===== config.mk =====
export PLATFORM = sky130hd
export DESIGN_NAME = mole_scheduler
export DESIGN_NICKNAME = d
export VERILOG_FILES = /design/src/rtl/mole_pkg.sv /design/src/rtl/mole_scheduler_tick_timer.sv /design/src/rtl/mole_scheduler.sv
export SDC_FILE = /design/constraint.sdc
export NUM_CORES = 1
export LEC_CHECK = 0
export ABC_AREA = 0
export BUFFER_PORTS_ARGS = -buffer_cell sky130_fd_sc_hd__buf_4
export CELL_PAD_IN_SITES_DETAIL_PLACEMENT = 0
export CELL_PAD_IN_SITES_GLOBAL_PLACEMENT = 2
export CORE_ASPECT_RATIO = 1.1
export CORE_MARGIN = 8
export CORE_UTILIZATION = 25
export DETAILED_ROUTE_END_ITERATION = 10
export PLACE_DENSITY = 0.71
export SYNTH_ARGS = -nofsm -noshare
export SYNTH_HDL_FRONTEND = slang
export SYNTH_SLANG_ARGS = --single-unit

===== constraint.sdc =====
create_clock -name clk -period 2.8 [get_ports clk]
set_clock_uncertainty 0.1 [all_clocks]
set_input_delay 0.42 -clock clk [delete_from_list [all_inputs] [get_ports clk]]
set_output_delay 0.42 -clock clk [all_outputs]
set_load 0.01 [all_outputs]

===== src/rtl/mole_pkg.sv =====
// Shared types and helpers for the mole scheduler.
package mole_pkg;

  typedef enum logic [1:0] {
    IDLE   = 2'd0,
    GAP    = 2'd1,
    UP     = 2'd2,
    RESULT = 2'd3
  } state_e;

  localparam int unsigned RND_W   = 32;
  // The hole index sits in the low bits of the random word.
  localparam int unsigned IDX_LSB = 0;
  // The gap span is taken from the top bits of the random word.
  localparam int unsigned GAP_MSB = RND_W - 1;

  // The up-time span sits directly above the hole index field.
  function automatic int unsigned up_lsb(input int unsigned idx_w);
    return IDX_LSB + idx_w;
  endfunction

  // Increment that sticks at max_v instead of wrapping.
  function automatic logic [31:0] sat_inc(input logic [31:0] v, input logic [31:0] max_v);
    return (v >= max_v) ? v : v + 32'd1;
  endfunction

endpackage


===== src/rtl/mole_scheduler_tick_timer.sv =====
// Loadable down-counter that decrements on tick and stops at zero.
module tick_timer #(
  parameter int unsigned W = 4
) (
  input  logic         clk,
  input  logic         rst_n,
  input  logic         load_i,
  input  logic [W-1:0] value_i,
  input  logic         tick_i,
  output logic         zero_o
);

  logic [W-1:0] cnt_q, cnt_d;
  logic         zero_q, zero_d;

  // Load wins over counting; the zero flag tracks the count it accompanies.
  always_comb begin
    cnt_d  = cnt_q;
    zero_d = zero_q;
    if (load_i) begin
      cnt_d  = value_i;
      zero_d = (value_i == '0);
    end else if (tick_i && (cnt_q != '0)) begin
      cnt_d  = cnt_q - W'(1);
      zero_d = (cnt_q == W'(1));
    end
  end

  // Count and flag registers.
  always_ff @(posedge clk or negedge rst_n) begin
    if (!rst_n) begin
      cnt_q  <= '0;
      zero_q <= 1'b1;
    end else begin
      cnt_q  <= cnt_d;
      zero_q <= zero_d;
    end
  end

  assign zero_o = zero_q;

endmodule


===== src/rtl/mole_scheduler.sv =====
// Whack-a-mole scheduler: picks holes and timings from the PRNG word,
// tracks hits and misses. Optional MOLE_SPEEDUP_EN shortens the up time
// as the score climbs.
module mole_scheduler
  import mole_pkg::*;
#(
  parameter int unsigned HOLES      = 16,
  parameter int unsigned IDX_W      = 4,
  parameter int unsigned UP_MIN     = 500,
  parameter int unsigned UP_SPAN_W  = 9,
  parameter int unsigned GAP_MIN    = 200,
  parameter int unsigned GAP_SPAN_W = 8,
  parameter int unsigned SCORE_W    = 8
) (
  input  logic               clk,
  input  logic               rst_n,
  input  logic               tick_i,
  input  logic               start_i,
  input  logic               en_i,
  input  logic [RND_W-1:0]   random_i,
  input  logic               hit_valid_i,
  input  logic [IDX_W-1:0]   hit_idx_i,
  output logic [HOLES-1:0]   mole_onehot_o,
  output logic [IDX_W-1:0]   mole_idx_o,
  output logic               hit_pulse_o,
  output logic               miss_pulse_o,
  output logic [SCORE_W-1:0] score_o,
  output logic [SCORE_W-1:0] miss_cnt_o
);

  localparam int unsigned UP_LSB  = up_lsb(IDX_W);
  localparam int unsigned UP_MAX  = UP_MIN + (1 << UP_SPAN_W) - 1;
  localparam int unsigned GAP_MAX = GAP_MIN + (1 << GAP_SPAN_W) - 1;
  localparam int unsigned T_MAX   = (UP_MAX > GAP_MAX) ? UP_MAX : GAP_MAX;
  localparam int unsigned TMR_W   = $clog2(T_MAX + 1);
  localparam logic [31:0] SAT_MAX = 32'({SCORE_W{1'b1}});

  state_e             state_q, state_d;
  logic [SCORE_W-1:0] score_q, score_d;
  logic [SCORE_W-1:0] miss_q, miss_d;
  logic [IDX_W-1:0]   idx_q, idx_d;
  logic [HOLES-1:0]   onehot_q, onehot_d;
  logic               hitp_q, hitp_d;
  logic               missp_q, missp_d;

  logic               tmr_load;
  logic [TMR_W-1:0]   tmr_val;
  logic               tmr_zero;
  logic [TMR_W-1:0]   gap_val;
  logic [TMR_W-1:0]   up_base;
  logic [TMR_W-1:0]   up_val;
  logic [IDX_W:0]     idx_wrap;
  logic [IDX_W:0]     idx_bump;
  logic [IDX_W-1:0]   idx_pick;
  logic               unused_rnd;

  // Not every random bit feeds a field for every parameter set.
  assign unused_rnd = ^random_i;

  // Timer reload values taken from the random word.
  always_comb begin
    gap_val = TMR_W'(GAP_MIN) + TMR_W'(random_i[GAP_MSB -: GAP_SPAN_W]);
    up_base = TMR_W'(UP_MIN) + TMR_W'(random_i[UP_LSB +: UP_SPAN_W]);
  end

`ifdef MOLE_SPEEDUP_EN
  logic [SCORE_W-1:0] lvl_raw;
  logic [1:0]         level;

  // Every 8 hits halves the up time, capped at a quarter, never below 1.
  always_comb begin
    lvl_raw = score_q >> 3;
    level   = (lvl_raw >= SCORE_W'(2)) ? 2'd2 : lvl_raw[1:0];
    up_val  = up_base >> level;
    if (up_val == '0) begin
      up_val = TMR_W'(1);
    end
  end
`else
  // Up time is fixed by the random span alone.
  always_comb begin
    up_val = up_base;
  end
`endif

  // Fold the raw index into range, then avoid repeating the previous hole.
  always_comb begin
    idx_wrap = {1'b0, random_i[IDX_LSB +: IDX_W]};
    if (idx_wrap >= (IDX_W+1)'(HOLES)) begin
      idx_wrap = idx_wrap - (IDX_W+1)'(HOLES);
    end
    idx_bump = idx_wrap;
    if (idx_wrap[IDX_W-1:0] == idx_q) begin
      idx_bump = idx_wrap + (IDX_W+1)'(1);
      if (idx_bump == (IDX_W+1)'(HOLES)) begin
        idx_bump = '0;
      end
    end
    idx_pick = idx_bump[IDX_W-1:0];
  end

  // Next-state, counter and pulse logic.
  always_comb begin
    state_d  = state_q;
    score_d  = score_q;
    miss_d   = miss_q;
    idx_d    = idx_q;
    hitp_d   = 1'b0;
    missp_d  = 1'b0;
    tmr_load = 1'b0;
    tmr_val  = gap_val;
    if (!en_i) begin
      state_d = IDLE;
    end else begin
      case (state_q)
        IDLE: begin
          if (start_i) begin
            score_d  = '0;
            miss_d   = '0;
            tmr_load = 1'b1;
            tmr_val  = gap_val;
            state_d  = GAP;
          end
        end
        GAP: begin
          if (tmr_zero) begin
            idx_d    = idx_pick;
            tmr_load = 1'b1;
            tmr_val  = up_val;
            state_d  = UP;
          end
        end
        UP: begin
          if (hit_valid_i && (hit_idx_i == idx_q)) begin
            score_d = SCORE_W'(sat_inc(32'(score_q), SAT_MAX));
            hitp_d  = 1'b1;
            state_d = RESULT;
          end else if (tmr_zero) begin
            miss_d  = SCORE_W'(sat_inc(32'(miss_q), SAT_MAX));
            missp_d = 1'b1;
            state_d = RESULT;
          end
        end
        RESULT: begin
          tmr_load = 1'b1;
          tmr_val  = gap_val;
          state_d  = GAP;
        end
        default: state_d = IDLE;
      endcase
    end
    onehot_d = (state_d == UP) ? (HOLES'(1) << idx_d) : '0;
  end

  // State and output registers.
  always_ff @(posedge clk or negedge rst_n) begin
    if (!rst_n) begin
      state_q  <= IDLE;
      score_q  <= '0;
      miss_q   <= '0;
      idx_q    <= '0;
      onehot_q <= '0;
      hitp_q   <= 1'b0;
      missp_q  <= 1'b0;
    end else begin
      state_q  <= state_d;
      score_q  <= score_d;
      miss_q   <= miss_d;
      idx_q    <= idx_d;
      onehot_q <= onehot_d;
      hitp_q   <= hitp_d;
      missp_q  <= missp_d;
    end
  end

  tick_timer #(
    .W (TMR_W)
  ) u_timer (
    .clk     (clk),
    .rst_n   (rst_n),
    .load_i  (tmr_load),
    .value_i (tmr_val),
    .tick_i  (tick_i),
    .zero_o  (tmr_zero)
  );

  assign mole_onehot_o = onehot_q;
  assign mole_idx_o    = idx_q;
  assign hit_pulse_o   = hitp_q;
  assign miss_pulse_o  = missp_q;
  assign score_o       = score_q;
  assign miss_cnt_o    = miss_q;

endmodule


==> results of run 1 <==
per-stage QoR:
stage | total power [mW] | area, µm² | hold slack [ns]
6_report | 1.76 | 3800 | 0.0395
4_1_cts | 1.79 | 3800 | 0.0844
3_3_place_gp | 1.11 | 3640 | 0.394
3_5_place_dp | 1.12 | 3640 | 0.408
5_1_grt | 1.86 | 3800 | 0.116
2_1_floorplan | 1.01 | 2940 | 0.0244
cell families (layout without fill, tap and decap cells):
group,count (synthesis),in the layout,share of synthesized area
XOR/XNOR,26,26,0.0774
buffers and inverters,21,95,0.0370
AND/OR/NAND/NOR,129,129,0.240
AO/OA/AOI/OAI,64,64,0.143
adder cells (fa/ha/maj),7,7,0.0298
flip-flops,51,51,0.434
multiplexers,11,11,0.0383
state kept, by name, indices dropped and copies added (netlist names):
signal          flops
u_timer.cnt_q      10
hit_pulse_o         1
miss_cnt_o          8
score_o             8
miss_pulse_o        1
mole_idx_o          4
mole_onehot_o      16
state_q             2
u_timer.zero_o      1
routing by layer:
metal / global-route usage / wire length [µm] / vias to the layer above
met5: 0 / 0 / -
met4: 0.0257 / 46 / 0
met3: 0.0337 / 513 / 4
met2: 0.170 / 3570 / 63
met1: 0.139 / 3820 / 1230
li1: - / - / 1282
final cells by class:
class / instances / area (µm²)
repair buffers: 79 / 593
clock buffers: 5 / 125
inverters: 8 / 30.0
fillers: 1209 / 7690
well taps: 150 / 188
multi-input cells: 237 / 1550
flip-flops and latches: 51 / 1280
clock inverters: 3 / 28.8
how the worst max path moves through the flow:
stage	startpoint	end	slack, ns	cells past startpoint
6_report	state_q[0]$_DFF_PN0_	mole_onehot_o[6]$_DFF_PN0_	0.47	6
2_1_floorplan	miss_cnt_o[0]$_DFFE_PN0P_	miss_cnt_o[7]$_DFFE_PN0P_	0.74	7
3_5_place_dp	random_i[1]	mole_onehot_o[11]$_DFF_PN0_	0.41	7
5_1_grt	state_q[0]$_DFF_PN0_	mole_onehot_o[6]$_DFF_PN0_	0.17	6
3_3_place_gp	en_i	mole_onehot_o[1]$_DFF_PN0_	0.43	7
4_1_cts	state_q[0]$_DFF_PN0_	mole_onehot_o[6]$_DFF_PN0_	0.44	6
cell usage in the layout, fill, tap and decap left out, types with 3 or more instances in the layout:
| cell type | Yosys | routed |
|---|---|---|
| a211oi_1 | 5 | 5 |
| a21oi_1 | 19 | 19 |
| a31oi_1 | 4 | 4 |
| and3_1 | 5 | 5 |
| and4_1 | 3 | 3 |
| buf_4 | 2 | 79 |
| clkbuf_16 | 0 | 5 |
| dfrtp_1 | 50 | 50 |
| ha_1 | 7 | 7 |
| inv_1 | 6 | 6 |
| mux2i_1 | 9 | 9 |
| nand2_1 | 28 | 28 |
| nand2b_1 | 7 | 7 |
| nand3_1 | 12 | 12 |
| nor2_1 | 18 | 18 |
| nor2b_1 | 4 | 4 |
| nor3_1 | 10 | 10 |
| nor4_1 | 19 | 19 |
| o211ai_1 | 5 | 5 |
| o21ai_0 | 13 | 13 |
| o31ai_1 | 3 | 3 |
| or3_1 | 5 | 5 |
| or4_1 | 5 | 5 |
| xnor2_1 | 15 | 15 |
| xor2_1 | 11 | 11 |
power by group through the flow:
stage               logic (mW)  clock network, mW  registers, mW
floorplan                0.172                  0          0.837
global placement         0.269                  0          0.846
detailed placement       0.270                  0          0.848
CTS                      0.273              0.680          0.833
global route             0.304              0.711          0.842
finish                   0.270              0.655          0.833
==> results.py, run 1 <==
metrics = {
    "run_status": {
        "status": "finished clean",
    },
    "synth": {
        "async_flop_share": 1.00,
        "synth_edf_count": 0,
        "yosysWarnings": 0,
        "yosysSeqAreaShare": 0.434,
        "synthDistinctLibCells": 52,
        "synth_top_area_cell": "dfrtp_1",
        "ys_seq_elements": 51,
        "synth.avg_cell_area_um2": 9.52,
        "yosysMostFrequentCell": "dfrtp_1",
        "ys_top_cells_by_area": "dfrtp_1, xnor2_1, nor4_1, nand2_1, xor2_1",
        "synth_area_mm2": 0.00294,
        "synthTopCellsByCount": "dfrtp_1, nand2_1, a21oi_1, nor4_1, nor2_1",
        "syn_inst": 309,
        "yosysTopAreaCellShare": 0.426,
        "synth_nets": 358,
        "synthFlopType": "dfrtp_1",
    },
    "route": {
        "vias": 2579,
        "drcViolationCount": 0,
        "dr.first_iter.drc_count": 205,
        "via_per_inst": 4.84,
        "avgRoutedWirePerCell_um": 14.9,
        "drt-total-wl_mm": 7.95,
        "postRouteAntennaNets": 0,
        "drt_pass1_iterations": 4,
    },
    "cts": {
        "postCtsHoldBufs": 0,
        "cts_root_buf": "clkbuf_16",
        "clockBufferDepth": 2,
        "cts_max_level": 2,
        "post-cts-setup-buffers": 0,
        "insertion_delay_ns": 0.29,
        "clock_sinks": 51,
        "cts_buffers": 5,
        "clk_pin_slew_ns": 0.08,
        "cts_resized": 0,
        "cts_tree": "done",
    },
    "global_route": {
        "grt.total_usage": 0.107,
        "grt_pass1_vias": 2673,
        "grt_max_degree": 52,
        "overflow": 0,
        "antenna_found_initial": 0,
        "grt_pass1_wl_mm": 13.7,
    },
    "setup_path": {
        "crit-reg2reg-launch": "state_q[0]$_DFF_PN0_",
        "crit_arrival_ns": 2.42,
        "rr_worst_depth": 6,
        "path_delay_family": "simple AND/OR/NAND/NOR gates",
        "cp-end-kind": "flip-flop",
        "crit_slowest_cell": "dfrtp_1",
        "slowest_delay_ns": 0.52,
        "required_ns": 2.89,
        "start_kind": "flip-flop",
        "path_common_cell": "buf_4",
        "path_buf_inv": 2,
        "r2r_end": "mole_onehot_o[6]$_DFF_PN0_",
        "critical_path_class": "reg2reg",
        "path_cells": "nand4b_1 -> buf_4 -> a211oi_1 -> nor3_1 -> buf_4 -> nor4_1",
        "r2r_slack_ns": 0.47,
        "worstPathMaxFanout": 11,
    },
    "timing": {
        "finalSetupViolations": 0,
        "layout_worst_path_cycle_share": 0.831,
        "report.final.slew_viol_count": 0,
        "hold_violations": 0,
        "fin_crit_ns": 2.33,
        "setup_ws_ns": 0.473,
        "slew_headroom": 0.560,
        "final.setup.tns_ns": 0,
        "fmax_mhz": 430,
        "rsz0062_at_grt": "no",
        "worstMarginPinSlew_ns": 0.660,
    },
    "layout": {
        "syn2layout_area_growth_pct": 29.1,
        "antenna_cells": 0,
        "drive_gt1_frac": 0.256,
        "final_nets": 431,
        "final_core_util": 0.330,
        "final_cells": 533,
    },
    "placement": {
        "finalWeightedCongestion": 0.719,
        "dp.cells": 525,
        "port_buffers": 68,
        "dpl.hpwl_mm": 5.98,
        "dp_slack_ns": 0.410,
    },
    "pwr": {
        "p_switching_mw": 0.506,
        "combinationalPowerShare": 0.154,
        "p_int_mw": 1.25,
        "ir_drop_mv": 0.210,
        "swShare": 0.288,
        "p_seq_frac": 0.474,
        "clockPowerShare": 0.373,
        "power_density_mw_per_mm2": 463,
        "p_leak_nw": 1.69,
    },
    "floorplanning": {
        "ios": 80,
        "core-area_mm2": 0.0115,
        "die_area_mm2": 0.0155,
        "die_w_um": 119,
        "rows": 41,
        "start_util": 0.256,
        "dieHeight_um": 130,
    },
    "worst_hold_path": {
        "hp-class": "in2async",
    },
    "job": {
        "maxCapViolCount": 0,
    },
}
Note: power is estimated with default switching activity, not from simulation.
==> run 2: changes to the inputs <==
- PLACE_DENSITY: 0.71 -> 0.73
- clock period: 2.8 -> 2 ns (I/O delays scaled with it)
==> run 2 against run 1 <==
Against the previous run:
- power is 43% higher
- via count is 7.4% higher
- final cell count is 8.3% higher
- critical path depth stayed put
- maximum frequency is 17% higher
- first-iteration DRC count is 45% lower
- combinational power is 59% higher
- flip-flop and latch count stayed put
- non-clock buffer count is 44 higher
- sequential power is 40% higher
- worst setup slack worse by 0.46 ns
==> results.py, run 2 (synthesized netlist as in run 1, its figures left out) <==
metrics = {
    "run_status": {
        "status": "finished clean",
    },
    "placement": {
        "dp_slack_ns": -0.0931,
        "finalWeightedCongestion": 0.767,
        "dpl.hpwl_mm": 6.39,
        "place_area_mm2": 0.00393,
        "port_buffers": 68,
    },
    "global_route": {
        "grt.total_usage": 0.109,
        "grt_max_degree": 52,
        "grt_pass1_wl_mm": 13.9,
        "overflow": 0,
        "grt_pass1_vias": 2917,
        "met3_usage": 0.0255,
        "use_met2": 0.192,
        "top_usage_layer": "met2",
        "antenna_found_initial": 0,
        "met1_usage": 0.133,
    },
    "layout": {
        "final_area_mm2": 0.00440,
        "seq_area_mm2": 0.00128,
        "num-fill-cells": 1203,
        "drive_gt1_frac": 0.426,
        "largest_register_ffs": 16,
        "antenna_cells": 0,
        "layout_common_cells": "buf_4, dfrtp_1, nand2_1",
        "final_common_cell": "buf_4",
        "final_nets": 475,
        "multiInputGateArea_mm2": 0.00181,
        "syn2layout_area_growth_pct": 49.8,
    },
    "pwr": {
        "swShare": 0.287,
        "p_seq_frac": 0.465,
        "ir_drop_mv": 0.394,
        "combinationalPowerShare": 0.171,
        "p_switching_mw": 0.719,
        "p_leak_nw": 1.96,
        "p_int_mw": 1.79,
        "clockPowerShare": 0.364,
        "power_density_mw_per_mm2": 570,
    },
    "cts": {
        "clk_pin_slew_ns": 0.07,
        "cts_buffers": 5,
        "insertion_delay_ns": 0.29,
        "cts_tree": "done",
        "cts_root_buf": "clkbuf_16",
        "clockBufferDepth": 2,
        "clock_sinks": 51,
        "cts_max_level": 2,
    },
    "timing": {
        "finalSetupViolations": 0,
        "report.final.slew_viol_count": 0,
        "slew_headroom": 0.552,
        "hold_violations": 0,
        "rsz0062_at_grt": "yes",
        "final.setup.tns_ns": 0,
        "worstMarginPinSlew_ns": 0.672,
        "fin_crit_ns": 1.99,
        "layout_worst_path_cycle_share": 0.995,
        "setup_ws_ns": 0.00936,
        "fmax_mhz": 502,
    },
    "route": {
        "via_per_inst": 4.80,
        "drt-total-wl_mm": 8.61,
        "drt_pass1_iterations": 4,
        "avgRoutedWirePerCell_um": 14.9,
        "postRouteAntennaNets": 0,
        "vias": 2769,
        "drcViolationCount": 0,
        "dr.first_iter.drc_count": 112,
    },
    "worst_hold_path": {
        "hp-class": "in2reg",
    },
    "setup_path": {
        "path_cells": "ha_4 -> and3_4 -> a211oi_4 -> o21ai_4 -> or4_4 -> a21oi_2",
        "crit_arrival_ns": 2.11,
        "required_ns": 2.12,
        "cp-end-kind": "flip-flop",
        "worstPathMaxFanout": 6,
        "start_kind": "flip-flop",
        "path_delay_family": "simple AND/OR/NAND/NOR gates",
        "path_buf_inv": 0,
        "crit_slowest_cell": "or4_4",
        "slowest_delay_ns": 0.49,
        "critical_path_class": "reg2reg",
    },
    "floorplanning": {
        "start_util": 0.256,
        "dieHeight_um": 130,
        "ios": 80,
        "die_w_um": 119,
        "die_area_mm2": 0.0155,
        "rows": 41,
        "core-area_mm2": 0.0115,
    },
    "job": {
        "maxCapViolCount": 0,
    },
}
## run 2: metal layers
metal	share of wire	vias to the layer above
met5	0	-
li1	-	1380
met2	0.50	49
met1	0.46	1336
met4	0.0044	0
met3	0.033	4
## run 2: final timing paths
path | depth (start not counted) | start | end | slack, ns
max in group asynchronous | 2 | rst_n | mole_idx_o[3]$_DFF_PN0_ | 0.83
hold / removal | 3 | random_i[26] | u_timer.cnt_q[2]$_DFFE_PN0P_ | 0.20
hold reg to reg | 2 | miss_cnt_o[7]$_DFFE_PN0P_ | miss_cnt_o[7]$_DFFE_PN0P_ | 0.47
setup reg to reg | 6 | miss_cnt_o[1]$_DFFE_PN0P_ | miss_cnt_o[5]$_DFFE_PN0P_ | 0.009
setup / recovery | 6 | miss_cnt_o[1]$_DFFE_PN0P_ | miss_cnt_o[5]$_DFFE_PN0P_ | 0.009
min in group asynchronous | 2 | rst_n | miss_cnt_o[5]$_DFFE_PN0P_ | 0.49
## run 2: per-stage QoR
stage,power [mW],hold slack (ns),std cells,util
global route,2.65,0.224,577,0.383
global placement,1.58,0.283,562,0.342
detailed placement,1.59,0.288,562,0.342
floorplan,1.41,-0.0956,309,-
finish,2.51,0.204,577,0.383
CTS,2.53,0.195,576,0.361
## run 2: final cells by class
cell class	instances	share of cell area
Clock buffer	5	0.0284
Clock inverter	3	0.00710
Inverter	8	0.00739
Multi-Input combinational cell	237	0.412
Sequential cell	51	0.291
Tap cell	150	0.0426
Timing Repair Buffer	123	0.211
## run 2: worst reg2reg max path, stage by stage, from the launching register on
cell and delay, ns:
dfrtp_1 0.42, ha_4 0.17, and3_4 0.19, a211oi_4 0.30, o21ai_4 0.13, or4_4 0.49, a21oi_2 0.12
## run 2: power by group through the flow
stage                     logic, mW  clock network [mW]  registers (mW)
after global routing          0.478               0.992            1.18
after CTS                     0.415               0.949            1.17
after floorplan               0.241                   0            1.17
after detailed placement      0.405                   0            1.19
final                         0.429               0.913            1.17
after global placement        0.400                   0            1.18
## run 2: what timing repair did
item	4_1_cts	5_1_grt
setup buffers	5	1
hold buffers	1	0
hold endpoints to repair	50	0
setup endpoints to repair	20	27
gates resized for setup	7	45
pin swaps	6	11
==> run 3: changes to the inputs <==
- ABC_CLOCK_PERIOD_IN_PS: default -> 2000
- PLACE_DENSITY: 0.73 -> 0.75
==> run 3 against run 2 <==
Against the previous run:
- the run now ends with negative setup slack left
- worst setup slack got worse by 0.052 ns
- final cell count increased by 1.4%
- wire length increased by 0.46%
- combinational power increased by 6.3%
- die area unchanged
- sequential power about the same
- cell area increased by 4.5%
==> results.py, run 3 (synthesized netlist as in run 1, its figures left out) <==
metrics = {
    "global_route": {
        "antenna_found_initial": 0,
        "grt_pass1_wl_mm": 13.8,
        "grt_pass1_vias": 2837,
        "overflow": 0,
        "grt.total_usage": 0.108,
        "grt_max_degree": 52,
    },
    "cts": {
        "cts_max_level": 2,
        "cts_buffers": 5,
        "clockBufferDepth": 2,
        "cts_root_buf": "clkbuf_16",
        "insertion_delay_ns": 0.29,
        "clock_sinks": 51,
        "cts_tree": "done",
        "clk_pin_slew_ns": 0.07,
    },
    "pwr": {
        "power_density_mw_per_mm2": 549,
        "p_leak_nw": 2.03,
        "p_seq_frac": 0.468,
        "p_switching_mw": 0.735,
        "ir_drop_mv": 0.368,
        "p_int_mw": 1.79,
        "clockPowerShare": 0.352,
        "total_power_mw": 2.53,
        "combinationalPowerShare": 0.180,
        "swShare": 0.291,
    },
    "floorplanning": {
        "core-area_mm2": 0.0115,
        "start_util": 0.256,
        "die_w_um": 119,
        "dieHeight_um": 130,
        "die_area_mm2": 0.0155,
        "rows": 41,
        "ios": 80,
    },
    "timing": {
        "setup_ws_ns": -0.0427,
        "layout_worst_path_cycle_share": 1.02,
        "worstMarginPinSlew_ns": 0.665,
        "report.final.slew_viol_count": 0,
        "fmax_mhz": 490,
        "fin_crit_ns": 2.04,
        "slew_headroom": 0.557,
        "hold_violations": 0,
        "finalSetupViolations": 2,
        "final.setup.tns_ns": -0.0507,
        "rsz0062_at_grt": "yes",
    },
    "route": {
        "drcViolationCount": 0,
        "via_per_inst": 4.82,
        "drt-total-wl_mm": 8.65,
        "dr.first_iter.drc_count": 182,
        "avgRoutedWirePerCell_um": 14.8,
        "postRouteAntennaNets": 0,
        "drt_pass1_iterations": 6,
        "vias": 2821,
    },
    "layout": {
        "syn2layout_area_growth_pct": 56.5,
        "final_common_cell": "buf_4",
        "layout_common_cells": "buf_4, dfrtp_1, nand2_1",
        "drive_gt1_frac": 0.462,
        "largest_register_ffs": 16,
        "final_area_mm2": 0.00460,
        "antenna_cells": 0,
        "final_core_util": 0.400,
        "final_nets": 483,
    },
    "worst_hold_path": {
        "hp-class": "in2reg",
        "hp-start": "random_i[26]",
        "whs_path_depth": 3,
        "holdPathEnd": "u_timer.cnt_q[2]$_DFFE_PN0P_",
    },
    "placement": {
        "finalWeightedCongestion": 0.740,
        "port_buffers": 68,
        "place_area_mm2": 0.00400,
        "dpl.hpwl_mm": 6.44,
    },
    "setup_path": {
        "r2r_end": "score_o[2]$_DFFE_PN0P_",
        "start_kind": "flip-flop",
        "crit-reg2reg-launch": "mole_idx_o[1]$_DFF_PN0_",
        "rr_worst_depth": 6,
        "worstPathMaxFanout": 7,
        "r2r_slack_ns": -0.04,
        "required_ns": 2.14,
        "cp-end-kind": "flip-flop",
        "critical_path_class": "reg2reg",
        "crit_arrival_ns": 2.18,
    },
    "job": {
        "maxCapViolCount": 0,
    },
    "run_status": {
        "violations": "negative setup slack",
        "status": "complete, but fails checks",
    },
}
## run 3: worst max-delay path by stage
stage	from	cells past startpoint	to
2_1_floorplan	miss_cnt_o[0]$_DFFE_PN0P_	7	miss_cnt_o[3]$_DFFE_PN0P_
3_3_place_gp	mole_idx_o[3]$_DFF_PN0_	7	mole_onehot_o[6]$_DFF_PN0_
3_5_place_dp	mole_idx_o[3]$_DFF_PN0_	7	mole_onehot_o[7]$_DFF_PN0_
4_1_cts	mole_idx_o[3]$_DFF_PN0_	5	score_o[7]$_DFFE_PN0P_
5_1_grt	mole_idx_o[1]$_DFF_PN0_	6	score_o[2]$_DFFE_PN0P_
6_report	mole_idx_o[1]$_DFF_PN0_	6	score_o[2]$_DFFE_PN0P_
## run 3: repair_timing
action,in CTS,in global routing
buffers inserted,1,7
pin swaps,2,23
resized for setup,13,61
hold buffers,1,0
setup endpoints to repair,22,26
endpoints found under the hold margin,50,0
## run 3: area by class of cell
class / instances / area, µm²
clock buffer: 5 / 125
clock inverter: 3 / 26.3
fill: 1169 / 6890
inverter: 8 / 35.0
multi-input combinational: 237 / 1920
sequential: 51 / 1280
tap: 150 / 188
timing repair buffer: 131 / 1020
## run 3: metrics by stage
step | std cells | setup slack (ns) | hold slack [ns]
after global routing | 585 | -0.0962 | 0.194
after floorplan | 309 | 0.0154 | -0.0956
after global placement | 569 | -0.0627 | 0.278
final | 585 | -0.0427 | 0.189
after detailed placement | 569 | -0.128 | 0.290
after CTS | 579 | -0.00445 | 0.191
## run 3: per-layer routing
metal  wire, µm  global-route usage  share of wire  up-vias
met2       4060               0.178           0.47       55
met1       4150               0.140           0.48     1370
met3        386              0.0263          0.045        6
met5          0                   0              0        -
met4         52              0.0243         0.0060        0
li1           -                   -              -     1390
## run 3: power groups by stage
stage	Clock, mW	Combinational, mW	Sequential [mW]
finish	0.890	0.456	1.18
global route	0.960	0.504	1.19
CTS	0.916	0.423	1.16
detailed placement	0	0.413	1.18
global placement	0	0.408	1.18
floorplan	0	0.241	1.17
## run 3: worst max-delay path, stage by stage (launching register included)
cell and delay, ns:
dfrtp_2 0.45, xnor2_2 0.16, nand3_2 0.12, o31a_1 0.41, buf_4 0.19, or4_1 0.49
nand2_1 0.07
